===== config.mk =====
export PLATFORM = sky130hd
export DESIGN_NAME = bank_lfu_ctrl
export DESIGN_NICKNAME = d
export VERILOG_FILES = /design/src/rtl/bank_lfu_ctrl.sv
export SDC_FILE = /design/constraint.sdc
export NUM_CORES = 1
export LEC_CHECK = 0
export BUFFER_PORTS_ARGS = -buffer_cell sky130_fd_sc_hd__clkbuf_2
export CAP_MARGIN = 20
export CORE_ASPECT_RATIO = 0.6
export CORE_UTILIZATION = 51
export DETAILED_ROUTE_END_ITERATION = 6
export GPL_TIMING_DRIVEN = 0
export PLACE_DENSITY = 0.71
export SYNTH_ARGS = -nofsm -noshare
export SYNTH_HDL_FRONTEND = slang
export SYNTH_SLANG_ARGS = --single-unit

===== constraint.sdc =====
create_clock -name clk_i -period 13.98 [get_ports clk_i]
set_clock_uncertainty 0.15 [all_clocks]
set_input_delay 1.398 -clock clk_i [delete_from_list [all_inputs] [get_ports clk_i]]
set_output_delay 1.398 -clock clk_i [all_outputs]
set_load 0.02 [all_outputs]

===== src/rtl/bank_lfu_ctrl.sv =====
// Per-bank linefill unit: allocates slots, arbitrates BIU reads, tracks beats.
// Optional LFU_TIMEOUT_EN adds per-slot data watchdog counters.
module bank_lfu_ctrl #(
  parameter int         SLOT_NUM = 8,
  parameter int         BEAT_NUM = 4,
  parameter logic [2:0] BANK_ID  = 3'd0
) (
  input  logic        clk_i,
  input  logic        rst_i,
  input  logic        lf_req_valid_i,
  output logic        lf_req_ready_o,
  input  logic [31:0] lf_req_addr_i,
  output logic [5:0]  lf_req_id_o,
  output logic        biu_ar_valid_o,
  input  logic        biu_ar_ready_i,
  output logic [31:0] biu_ar_addr_o,
  output logic [5:0]  biu_ar_id_o,
  input  logic        biu_r_valid_i,
  input  logic [5:0]  biu_r_id_i,
  input  logic        biu_r_last_i,
  output logic        lf_done_valid_o,
  output logic [5:0]  lf_done_id_o,
  output logic        lf_err_o,
  output logic        lf_timeout_o,
  output logic [3:0]  lf_busy_cnt_o
);

  localparam int SW = (SLOT_NUM > 1) ? $clog2(SLOT_NUM) : 1;
  localparam int CW = (BEAT_NUM > 1) ? $clog2(BEAT_NUM) : 1;
  localparam logic [CW-1:0] LAST_CNT = CW'(BEAT_NUM - 1);

  typedef enum logic [1:0] {
    S_IDLE,
    S_WAIT_AR,
    S_WAIT_DATA,
    S_DONE
  } slot_st_e;

  slot_st_e      st_q   [SLOT_NUM];
  slot_st_e      st_d   [SLOT_NUM];
  logic [31:0]   addr_q [SLOT_NUM];
  logic [CW-1:0] beat_q [SLOT_NUM];
  logic [CW-1:0] beat_d [SLOT_NUM];

  logic [SW-1:0] rr_q, rr_d;
  logic          lock_q, lock_d;
  logic [SW-1:0] lock_slot_q, lock_slot_d;
  logic          done_q, done_d;
  logic [5:0]    done_id_q, done_id_d;
  logic          err_q, err_d;

  logic          alloc_hit;
  logic [SW-1:0] alloc_idx;
  logic          accept;
  logic          arb_hit;
  logic [SW-1:0] arb_idx;
  logic [SW-1:0] ar_sel;
  logic          ar_hs;
  logic [SW-1:0] r_idx;
  logic          r_acc;
  logic          r_at_end;
  logic          r_fin;
  logic          r_inc;
  logic          r_bad;
  logic [3:0]    busy_cnt;

  // Lowest-index idle slot is the allocation target.
  always_comb begin
    alloc_hit = 1'b0;
    alloc_idx = '0;
    for (int i = SLOT_NUM - 1; i >= 0; i--) begin
      if (st_q[i] == S_IDLE) begin
        alloc_hit = 1'b1;
        alloc_idx = SW'(i);
      end
    end
  end

  assign accept         = lf_req_valid_i & alloc_hit;
  assign lf_req_ready_o = alloc_hit;
  assign lf_req_id_o    = {BANK_ID, 3'(alloc_idx)};

  // Round-robin search over WAIT_AR slots starting at the pointer.
  always_comb begin
    logic [SW-1:0] idx;
    arb_hit = 1'b0;
    arb_idx = rr_q;
    idx     = '0;
    for (int k = SLOT_NUM - 1; k >= 0; k--) begin
      idx = rr_q + SW'(k);
      if (st_q[idx] == S_WAIT_AR) begin
        arb_hit = 1'b1;
        arb_idx = idx;
      end
    end
  end

  // A stalled grant is frozen so addr/id cannot change under valid.
  assign ar_sel         = lock_q ? lock_slot_q : arb_idx;
  assign biu_ar_valid_o = arb_hit;
  assign biu_ar_addr_o  = addr_q[ar_sel];
  assign biu_ar_id_o    = {BANK_ID, 3'(ar_sel)};
  assign ar_hs          = arb_hit & biu_ar_ready_i;

  assign lock_d      = arb_hit & ~biu_ar_ready_i;
  assign lock_slot_d = ar_sel;
  assign rr_d        = ar_hs ? ar_sel + SW'(1) : rr_q;

  // Read beat qualification and protocol error detection.
  always_comb begin
    logic bank_ok;
    logic slot_ok;
    bank_ok  = biu_r_id_i[5:3] == BANK_ID;
    slot_ok  = {29'd0, biu_r_id_i[2:0]} < 32'(SLOT_NUM);
    r_idx    = biu_r_id_i[SW-1:0];
    r_acc    = bank_ok & slot_ok & (st_q[r_idx] == S_WAIT_DATA);
    r_at_end = beat_q[r_idx] == LAST_CNT;
    r_fin    = biu_r_valid_i & r_acc & biu_r_last_i & r_at_end;
    r_inc    = biu_r_valid_i & r_acc & ~biu_r_last_i & ~r_at_end;
    r_bad    = biu_r_valid_i &
               (~r_acc | (biu_r_last_i != r_at_end));
  end

  assign done_d    = r_fin;
  assign done_id_d = {BANK_ID, biu_r_id_i[2:0]};
  assign err_d     = r_bad;

  // Per-slot next state and beat counter.
  always_comb begin
    for (int i = 0; i < SLOT_NUM; i++) begin
      st_d[i]   = st_q[i];
      beat_d[i] = beat_q[i];
      unique case (st_q[i])
        S_IDLE: begin
          if (accept && alloc_idx == SW'(i))
            st_d[i] = S_WAIT_AR;
        end
        S_WAIT_AR: begin
          if (ar_hs && ar_sel == SW'(i)) begin
            st_d[i]   = S_WAIT_DATA;
            beat_d[i] = '0;
          end
        end
        S_WAIT_DATA: begin
          if (r_idx == SW'(i) && r_inc)
            beat_d[i] = beat_q[i] + CW'(1);
          if (r_idx == SW'(i) && r_fin)
            st_d[i] = S_DONE;
        end
        S_DONE: begin
          st_d[i] = S_IDLE;
        end
        default: begin
          st_d[i] = S_IDLE;
        end
      endcase
    end
  end

  // Slot state, beat counters and captured addresses.
  always_ff @(posedge clk_i or posedge rst_i) begin
    if (rst_i) begin
      for (int i = 0; i < SLOT_NUM; i++) begin
        st_q[i]   <= S_IDLE;
        beat_q[i] <= '0;
        addr_q[i] <= '0;
      end
    end else begin
      for (int i = 0; i < SLOT_NUM; i++) begin
        st_q[i]   <= st_d[i];
        beat_q[i] <= beat_d[i];
        if (accept && alloc_idx == SW'(i))
          addr_q[i] <= lf_req_addr_i;
      end
    end
  end

  // Arbiter pointer, grant lock and registered status pulses.
  always_ff @(posedge clk_i or posedge rst_i) begin
    if (rst_i) begin
      rr_q        <= '0;
      lock_q      <= 1'b0;
      lock_slot_q <= '0;
      done_q      <= 1'b0;
      done_id_q   <= '0;
      err_q       <= 1'b0;
    end else begin
      rr_q        <= rr_d;
      lock_q      <= lock_d;
      lock_slot_q <= lock_slot_d;
      done_q      <= done_d;
      done_id_q   <= done_id_d;
      err_q       <= err_d;
    end
  end

  assign lf_done_valid_o = done_q;
  assign lf_done_id_o    = done_id_q;
  assign lf_err_o        = err_q;

  // Occupancy is a population count, so it cannot exceed SLOT_NUM.
  always_comb begin
    busy_cnt = '0;
    for (int i = 0; i < SLOT_NUM; i++) begin
      if (st_q[i] != S_IDLE)
        busy_cnt = busy_cnt + 4'd1;
    end
  end

  assign lf_busy_cnt_o = busy_cnt;

`ifdef LFU_TIMEOUT_EN
  logic [9:0] tmo_q [SLOT_NUM];
  logic       timeout_q;

  // Data watchdog: saturating per-slot counters, sticky flag.
  always_ff @(posedge clk_i or posedge rst_i) begin
    if (rst_i) begin
      for (int i = 0; i < SLOT_NUM; i++)
        tmo_q[i] <= '0;
      timeout_q <= 1'b0;
    end else begin
      for (int i = 0; i < SLOT_NUM; i++) begin
        if (ar_hs && ar_sel == SW'(i))
          tmo_q[i] <= '0;
        else if (st_q[i] == S_WAIT_DATA && tmo_q[i] != 10'h3FF)
          tmo_q[i] <= tmo_q[i] + 10'd1;
        if (st_q[i] == S_WAIT_DATA && tmo_q[i] == 10'h3FF)
          timeout_q <= 1'b1;
      end
    end
  end

  assign lf_timeout_o = timeout_q;
`else
  assign lf_timeout_o = 1'b0;
`endif

endmodule


# Yosys cells after proc, flatten, opt, wreduce, memory -nomap -nowiden
# Index checks and enable logic that the tools add are counted.
# word_totals
ff_bits	300
wordCells	382
latch_bits	0
ramBits	0
memories	0
input_bits	44
rom_bits	0
out_inout_bits	59
# op_classes
add_sub_neg	23
n_shift	0
order_cmp	10
muxes	130
n_reduce_logical	76
bitwise	25
n_div	0
mul	0
eq_ne	88
# ops
operator	count
two-way mux 2 bit	60
binary-select mux 32 bit (select 3 bit)	1
two-way mux 32 bit	2
one-hot mux 2 bit (4 select lines)	8
binary-select mux 2 bit (select 3 bit)	10
two-way mux 3 bit	17
inequality test 2 bit (second input constant)	24
AND reduction 3 bit	16
>= comparator 4 bit (second input constant)	10
NOT 3 -> 4 bit	10
equality test 2 bit (second input constant)	18
equality test 3 bit (second input constant)	12
equality test 2 x 1 -> 1 bit (second input constant)	16
logical AND 1 bit	32
one-hot mux 2 bit (2 select lines)	8
nonzero test 2 bit	16
adder 4 x 1 -> 4 bit (second input constant)	7
two-way mux 4 bit	7
equality test 3 x 2 -> 1 bit (second input constant)	6
two-way mux 1 bit	17
adder 2 x 1 -> 2 bit (second input constant)	8
zero test 2 bit	8
inequality test 2 x 1 -> 1 bit (second input constant)	8
adder 3 bit (second input constant)	4
other kinds (8)	27

# Longest topological paths before layout
# Gate-level depths: netlist (run 1).
# logic_depth
depth_word	19
depth_mapped	20
ltp_nobuf	20

# Worst setup path after synthesis (run 1)
# OpenSTA, ideal clock, no wires.
# synth_timing
path_type	register -> output
from	register st_q[14] (netlist bit)
to	output port lf_busy_cnt_o[2]
n_path_buf	0
required_time_ns	12.432
setup_slack_ns	8.385
stages_incl_launch_ff	20
arrival_time_ns	4.047
cell_sequence	dfrtp_1 inv_1 ha_1 inv_1 ha_1 xnor2_1 ha_1 mux2_2 ha_1 inv_1 o21ai_0 ha_1 mux2i_1 inv_1 ha_1 nor2_1 a21oi_1 ha_1 nor2b_1 xnor2_1
# synth_via
elab_chain_len	16
# synth_rtl
item	line	source
start, declared	39	slot_st_e st_q [SLOT_NUM];
start signal, assigned by index	170	st_q[i] <= st_d[i];
nonzero test 2 bit *	205	if (st_q[i] != S_IDLE)
two-way mux 1 bit *	205	
adder 4 x 1 -> 4 bit	206	busy_cnt = busy_cnt + 4'd1;
two-way mux 4 bit *	205	
adder 4 x 1 -> 4 bit	206	
two-way mux 4 bit *	205	
adder 4 x 1 -> 4 bit	206	
two-way mux 4 bit *	205	
adder 4 x 1 -> 4 bit	206	
two-way mux 4 bit *	205	
adder 4 x 1 -> 4 bit	206	
two-way mux 4 bit *	205	
adder 4 x 1 -> 4 bit	206	
two-way mux 4 bit *	205	
adder 4 x 1 -> 4 bit	206	
two-way mux 4 bit *	205	
end, declared	25	output logic [3:0] lf_busy_cnt_o
# Mark *: on every way between the ends. The rest lies on a longest branch, timed or not.

# Worst setup path after layout (run 1)
# layout_timing
from	register rr_q[0]
to	output port biu_ar_addr_o[19]
# layout_via
elab_chain_len	19
elab_cells_between_ends	60
# layout_rtl
item	line	source
start, declared	45	logic [SW-1:0] rr_q, rr_d;
start signal, assigned	188	rr_q <= rr_d;
adder 3 bit	90	idx = rr_q + SW'(k);
NOT 3 -> 4 bit (implied by the code)	91	if (st_q[idx] == S_WAIT_AR) begin
binary-select mux 2 bit (select 3 bit)	91	
two-way mux 2 bit (implied by the code) (2 in a row)	91	
equality test 2 x 1 -> 1 bit	91	
two-way mux 3 bit (7 in a row)	91	
two-way mux 3 bit *	91	
two-way mux 3 bit *	99	assign ar_sel = lock_q ? lock_slot_q : arb_idx;
NOT 3 -> 4 bit (implied by the code) *	101	assign biu_ar_addr_o = addr_q[ar_sel];
binary-select mux 32 bit (select 3 bit) *	101	
two-way mux 32 bit (implied by the code) * (2 in a row)	101	
end, declared	16	output logic [31:0] biu_ar_addr_o,
# Mark *: on every way between the ends. The rest lies on a longest branch, timed or not. The select of a mux whose other input is x is not followed.

==> results by group, run 1 <==
Synth
  • Synth Area in Compound Gates: 8.59%
  • Mapped Cells: 1,288
  • Post-synthesis xor/xnor area fraction: 0.996%
  • Syn. warnings: 0
  • Yosys top cell by area: dfrtp_1
  • Yosys reg bits: 300
  • EDFF count, synth: 0
  • Mapped Area: 15,800 um2
  • Primary FF master, synth: dfrtp_1
  • Largest family of logic cells by synthesized area: multiplexers
  • Unique masters post-synth: 68
  • Fraction of the mapped netlist area in adder cells: 2.77%
  • Mux cell area share after synthesis: 30.1%
  • Sequential area share after synthesis: 47.4%
  • Synth top area share: 47.4%
  • Simple-gate portion of the synthesized area: 6.69%
  • Synth area leaders: dfrtp_1 47%, mux2_2 20%, mux2i_1 7.7%, ha_1 2.8%, mux4_2 2.0%
  • Synthesized area per cell: 12.3 um2
  • Ys async rst share: 100%

Clocking
  • # resized after CTS: 0
  • H-tree depth: 1
  • Max clock buf depth: 3
  • Clk pin slew, worst setup/hold paths: 0.07 ns
  • Cts bufs inserted: 27
  • CTS sink count: 300
  • Clock root cell: clkbuf_16
  • Post-CTS setup buffer count: 0
  • CTS Hold Bufs: 0
  • Skew-Pair Late Insertion Delay: 0.56 ns
  • TritonCTS clock tree: yes

Placed design
  • Final GP Congestion: 0.914
  • Hpwl dp: 29,100 um
  • Port Buffers: 92

Worst setup path
  • Worst path required time: 12.43 ns
  • Startpoint Class: flop
  • Crit path DAT: 5.78 ns
  • Critical path endpoint category: output port
  • CP Class: flop to output port
  • Largest stage delay, worst path: 0.58 ns
  • R2r setup slk: 8.43 ns
  • Critical path's slowest cell: a221oi_1
  • Worst path cell trace: buf_4 -> buf_4 -> buf_4 -> inv_1 -> ha_1 -> buf_1 -> mux4_2 -> nor2_1 -> a31o_2 -> o21ai_0 -> a31oi_1 -> o21ai_0 -> buf_2 -> buf_2 -> nor2_1 -> buf_6 -> a221oi_1 -> clkbuf_2
  • Worst Path Max Fanout: 10
  • CP dominant cell by count: buf_4

Global routing
  • Grt ovf: 0
  • Initial antenna violation count: 1
  • Vias in the first global route: 10.9k
  • First-pass GRT wire length: 64,700 um
  • GRT Util Overall: 26.4%
  • Largest net degree at the start of global routing: 120

Floorplan
  • Row Count: 49
  • Die width: 229 um
  • Starting Density: 52.3%
  • Die height: 138 um
  • Die footprint: 31,800 um2
  • IO Pins: 103
  • Core area: 30,200 um2

STA
  • Max-slew violation count: 0
  • Post-layout minimum cycle time: 7.33 ns
  • Peak Freq: 136 MHz
  • Worst slew pin tran: 0.985 ns
  • RSZ-0062 raised after global routing: no
  • Setup Viol. Count Final: 0
  • Final Hold Fails: 0
  • Period utilization: 52.4%
  • Slew HR: 34.3%
  • Setup TNS: 0 ns

Detailed routing
  • WL final: 41,800 um
  • DRC viols: 0
  • Pre-Repair DR Iteration Count: 5
  • Initial DRC count: 870
  • Final antenna-violating net count: 0
  • Vias: 11.3k
  • Routed vias/inst: 6.08
  • Avg WL per Cell: 22.6 um

Worst hold path
  • Worst min path class: flop to flop

Layout
  • P&R area growth vs syn: 12.7%
  • Most frequent cells in the layout: 300 x dfrtp_1, 286 x mux2_2, 122 x mux2i_1
  • Final Net Count: 1,503
  • Most common cell after layout, fill and taps aside: dfrtp_1
  • Fraction of layout cells with a size suffix above 1: 34.0%

Flow run
  • MaxCap Viol Count: 0

Status
  • Outcome: completed
==> path summary, 6_finish.rpt <==
check                                         end        from  cells past startpoint
min in group asynchronous                 st_q[7]       rst_i                      2
worst min-delay path                   beat_q[11]  beat_q[11]                      1
worst max register to register          beat_q[1]     rr_q[0]                     21
worst min register to register         beat_q[11]  beat_q[11]                      1
worst max-delay path            biu_ar_addr_o[19]     rr_q[0]                     18
max in group asynchronous              addr_q[79]       rst_i                      3
==> worst max-delay path, delay by kind of cell, from the launching register on <==
family	cells	cell delay, ns
buf+inv	9	2.24
flops	1	0.35
simple gates	2	0.35
mux	1	0.35
compound gates	5	1.60
fa+ha+maj	1	0.30
==> registers in the layout, summed over array words and instances (netlist names) <==
register         flops
addr_q             256
st_q                16
lock_slot_q          3
lock_q               1
beat_q              16
lf_done_id_o         3
rr_q                 3
lf_done_valid_o      1
lf_err_o             1
==> Yosys cell counts, types with 6 or more instances <==
| master | number |
|---|---|
| a22oi_1 | 6 |
| nor3_1 | 6 |
| mux2_2 | 286 |
| a22o_1 | 24 |
| nand3b_1 | 6 |
| o21ai_0 | 22 |
| inv_1 | 38 |
| nand2b_1 | 7 |
| a221oi_1 | 34 |
| buf_1 | 8 |
| mux4_2 | 14 |
| o22ai_1 | 10 |
| nor2_1 | 45 |
| nand2_1 | 61 |
| ha_1 | 35 |
| buf_2 | 20 |
| mux2i_1 | 122 |
| a21oi_1 | 25 |
| nor3b_1 | 7 |
| nand3_1 | 18 |
| nor2b_1 | 21 |
| dfrtp_1 | 300 |
| xnor2_1 | 14 |
| clkbuf_1 | 39 |
| buf_4 | 14 |
| a31oi_1 | 16 |
==> area by class of cell <==
cell class | instances | area (um2)
Antenna cell | 2 | 5.00
Buffer | 81 | 382
Clock buffer | 39 | 791
Clock inverter | 8 | 100
Fill cell | 2547 | 12400
Inverter | 41 | 166
Multi-Input combinational cell | 875 | 7810
Sequential cell | 300 | 7510
Tap cell | 408 | 510
Timing Repair Buffer | 98 | 557
==> metrics by stage <==
step | hold WS, ns | cells | util, % | setup slack [ns] | area [um2]
2_1_floorplan | 0.301 | 1297 | - | 4.14 | 15900
3_3_place_gp | 0.320 | 1797 | 55.7 | 0.879 | 16800
3_5_place_dp | 0.330 | 1801 | 55.9 | 7.44 | 16900
4_1_cts | 0.340 | 1848 | 58.9 | 6.82 | 17800
5_1_grt | 0.363 | 1851 | 59.0 | 6.46 | 17800
6_report | 0.338 | 1852 | 59.0 | 6.65 | 17800
==> routing by layer <==
metal	wire length, um	up-vias	share of wire [%]	global-route usage, %
li1	-	5004	-	-
met1	20600	5783	49	42.6
met2	17100	406	41	35.9
met3	3330	58	7.9	5.61
met4	809	0	1.9	5.68
met5	0	-	0	0
==> cells by family after synthesis <==
family,after synthesis
fa+ha+maj,35
buf+inv,122
simple gates,205
mux,422
other cells,1
flops,300
compound gates,185
xor+xnor,18
Power of run 1 is not shown: default switching activity piles up to over one toggle a cycle in this logic, so the estimate is an artifact.
==> run 2: changes to the inputs <==
==> constraint.sdc (replaced) <==
create_clock -name clk_i -period 6.8 [get_ports clk_i]
set_clock_uncertainty 0.15 [all_clocks]
set_input_delay 0.68 -clock clk_i [delete_from_list [all_inputs] [get_ports clk_i]]
set_output_delay 0.68 -clock clk_i [all_outputs]
set_load 0.02 [all_outputs]
==> results by group, run 2 (synthesis results as in run 1) <==
Global routing
  • Vias in the first global route: 11.2k
  • Largest net degree at the start of global routing: 43
  • Grt ovf: 0
  • First-pass GRT wire length: 65,300 um
  • Initial antenna violation count: 3
  • GRT Util Overall: 26.5%

Layout
  • Final Non-Filler Cells: 1,861
  • Final instance area: 18,100 um2
  • Final Net Count: 1,508
  • Most common cell after layout, fill and taps aside: dfrtp_1
  • P&R area growth vs syn: 14.4%
  • Fraction of layout cells with a size suffix above 1: 34.5%
  • Max reg flops: 256
  • Top reg by flops: addr_q
  • Most frequent cells in the layout: 300 x dfrtp_1, 286 x mux2_2, 122 x mux2i_1
  • Top Registers: addr_q (256), beat_q (16), st_q (16)

Floorplan
  • IO Pins: 103
  • Row Count: 49
  • Die height: 138 um
  • Starting Density: 52.3%
  • Die footprint: 31,800 um2
  • Core area: 30,200 um2
  • Die width: 229 um

Worst setup path
  • Worst R2R Path Depth: 21
  • R2r setup slk: 1.37 ns
  • Reg2reg end: st_q[1]
  • CP startpoint: rr_q[0]
  • Worst path required time: 5.97 ns
  • Startpoint Class: flop
  • CP Class: flop to output port
  • Critical path endpoint category: output port
  • Worst R2R Start: rr_q[0]
  • Crit path DAT: 5.62 ns
  • Worst Path Max Fanout: 10

Status
  • Outcome: completed

Detailed routing
  • DRC viols: 0
  • Vias: 11.2k
  • Final antenna-violating net count: 0
  • Initial DRC count: 941
  • Pre-Repair DR Iteration Count: 5
  • WL final: 41,700 um
  • Avg WL per Cell: 22.4 um
  • Routed vias/inst: 6.02

Clocking
  • Clock root cell: clkbuf_16
  • Max clock buf depth: 3
  • TritonCTS clock tree: yes
  • Clk pin slew, worst setup/hold paths: 0.07 ns
  • Skew-Pair Late Insertion Delay: 0.58 ns
  • CTS sink count: 300
  • # resized after CTS: 0
  • H-tree depth: 1
  • CTS Hold Bufs: 0
  • Cts bufs inserted: 28
  • Post-CTS setup buffer count: 0

Placed design
  • Placed instance count: 1,807
  • Final GP Congestion: 0.933
  • Area after DPL: 17,000 um2
  • Port Buffers: 92
  • Hpwl dp: 30,100 um

STA
  • Peak Freq: 155 MHz
  • Post-layout minimum cycle time: 6.45 ns
  • Final Hold Fails: 0
  • RSZ-0062 raised after global routing: no
  • Period utilization: 94.9%
  • Slew HR: 20.8%
  • Max-slew violation count: 0
  • Worst slew pin tran: 1.18 ns
  • Setup TNS: 0 ns
  • Setup Viol. Count Final: 0

Worst hold path
  • Worst min path class: primary input to async pin

Flow run
  • MaxCap Viol Count: 0
run 2: critical path, stage by stage, from the launching register on:
cell	delay (ns)
dfrtp_1	0.35
buf_4	0.18
buf_4	0.21
buf_4	0.21
inv_1	0.15
ha_1	0.31
buf_1	0.28
mux4_2	0.44
nor2_1	0.23
a31o_2	0.19
o21ai_0	0.08
a31oi_1	0.20
o21ai_1	0.17
buf_2	0.25
buf_2	0.27
nor2_1	0.93
a221oi_1	0.35
clkbuf_2	0.25
run 2: metrics by stage:
stage	worst slack, ns	hold WS [ns]	util (%)
floorplan	1.92	0.301	-
global route	0.132	0.0355	59.9
CTS	0.383	0.0121	59.9
detailed placement	0.988	0.325	56.3
global placement	0.216	0.320	55.7
finish	0.348	0.00169	59.9
run 2: metal layers:
metal	routed length, um	share of wire [%]	global-route usage [%]	vias to the layer above
li1	-	-	-	5040
met1	20100	48	41.6	5731
met2	17500	42	37.6	364
met3	3310	8.0	5.42	62
met4	774	1.9	5.47	0
met5	0	0	0	-
run 2: how the worst max path moves through the flow:
stage	endpoint	slack, ns	cells past startpoint
after floorplan	lf_busy_cnt_o[2]	1.92	19
after global placement	addr_q[10]	0.22	2
after detailed placement	biu_ar_addr_o[19]	0.99	18
after CTS	biu_ar_addr_o[19]	0.38	18
after global routing	biu_ar_addr_o[19]	0.13	18
final	biu_ar_addr_o[19]	0.35	17
run 2: final cells by class:
| cell class | instances | area (um2) |
|---|---|---|
| inverters | 41 | 163 |
| fillers | 2456 | 12100 |
| plain buffers | 81 | 382 |
| multi-input cells | 875 | 7810 |
| repair buffers | 102 | 639 |
| diodes | 2 | 5.00 |
| clock inverters | 15 | 302 |
| well taps | 408 | 510 |
| flip-flops and latches | 300 | 7510 |
| clock buffers | 37 | 785 |
Power of run 2 is left out for the same reason.
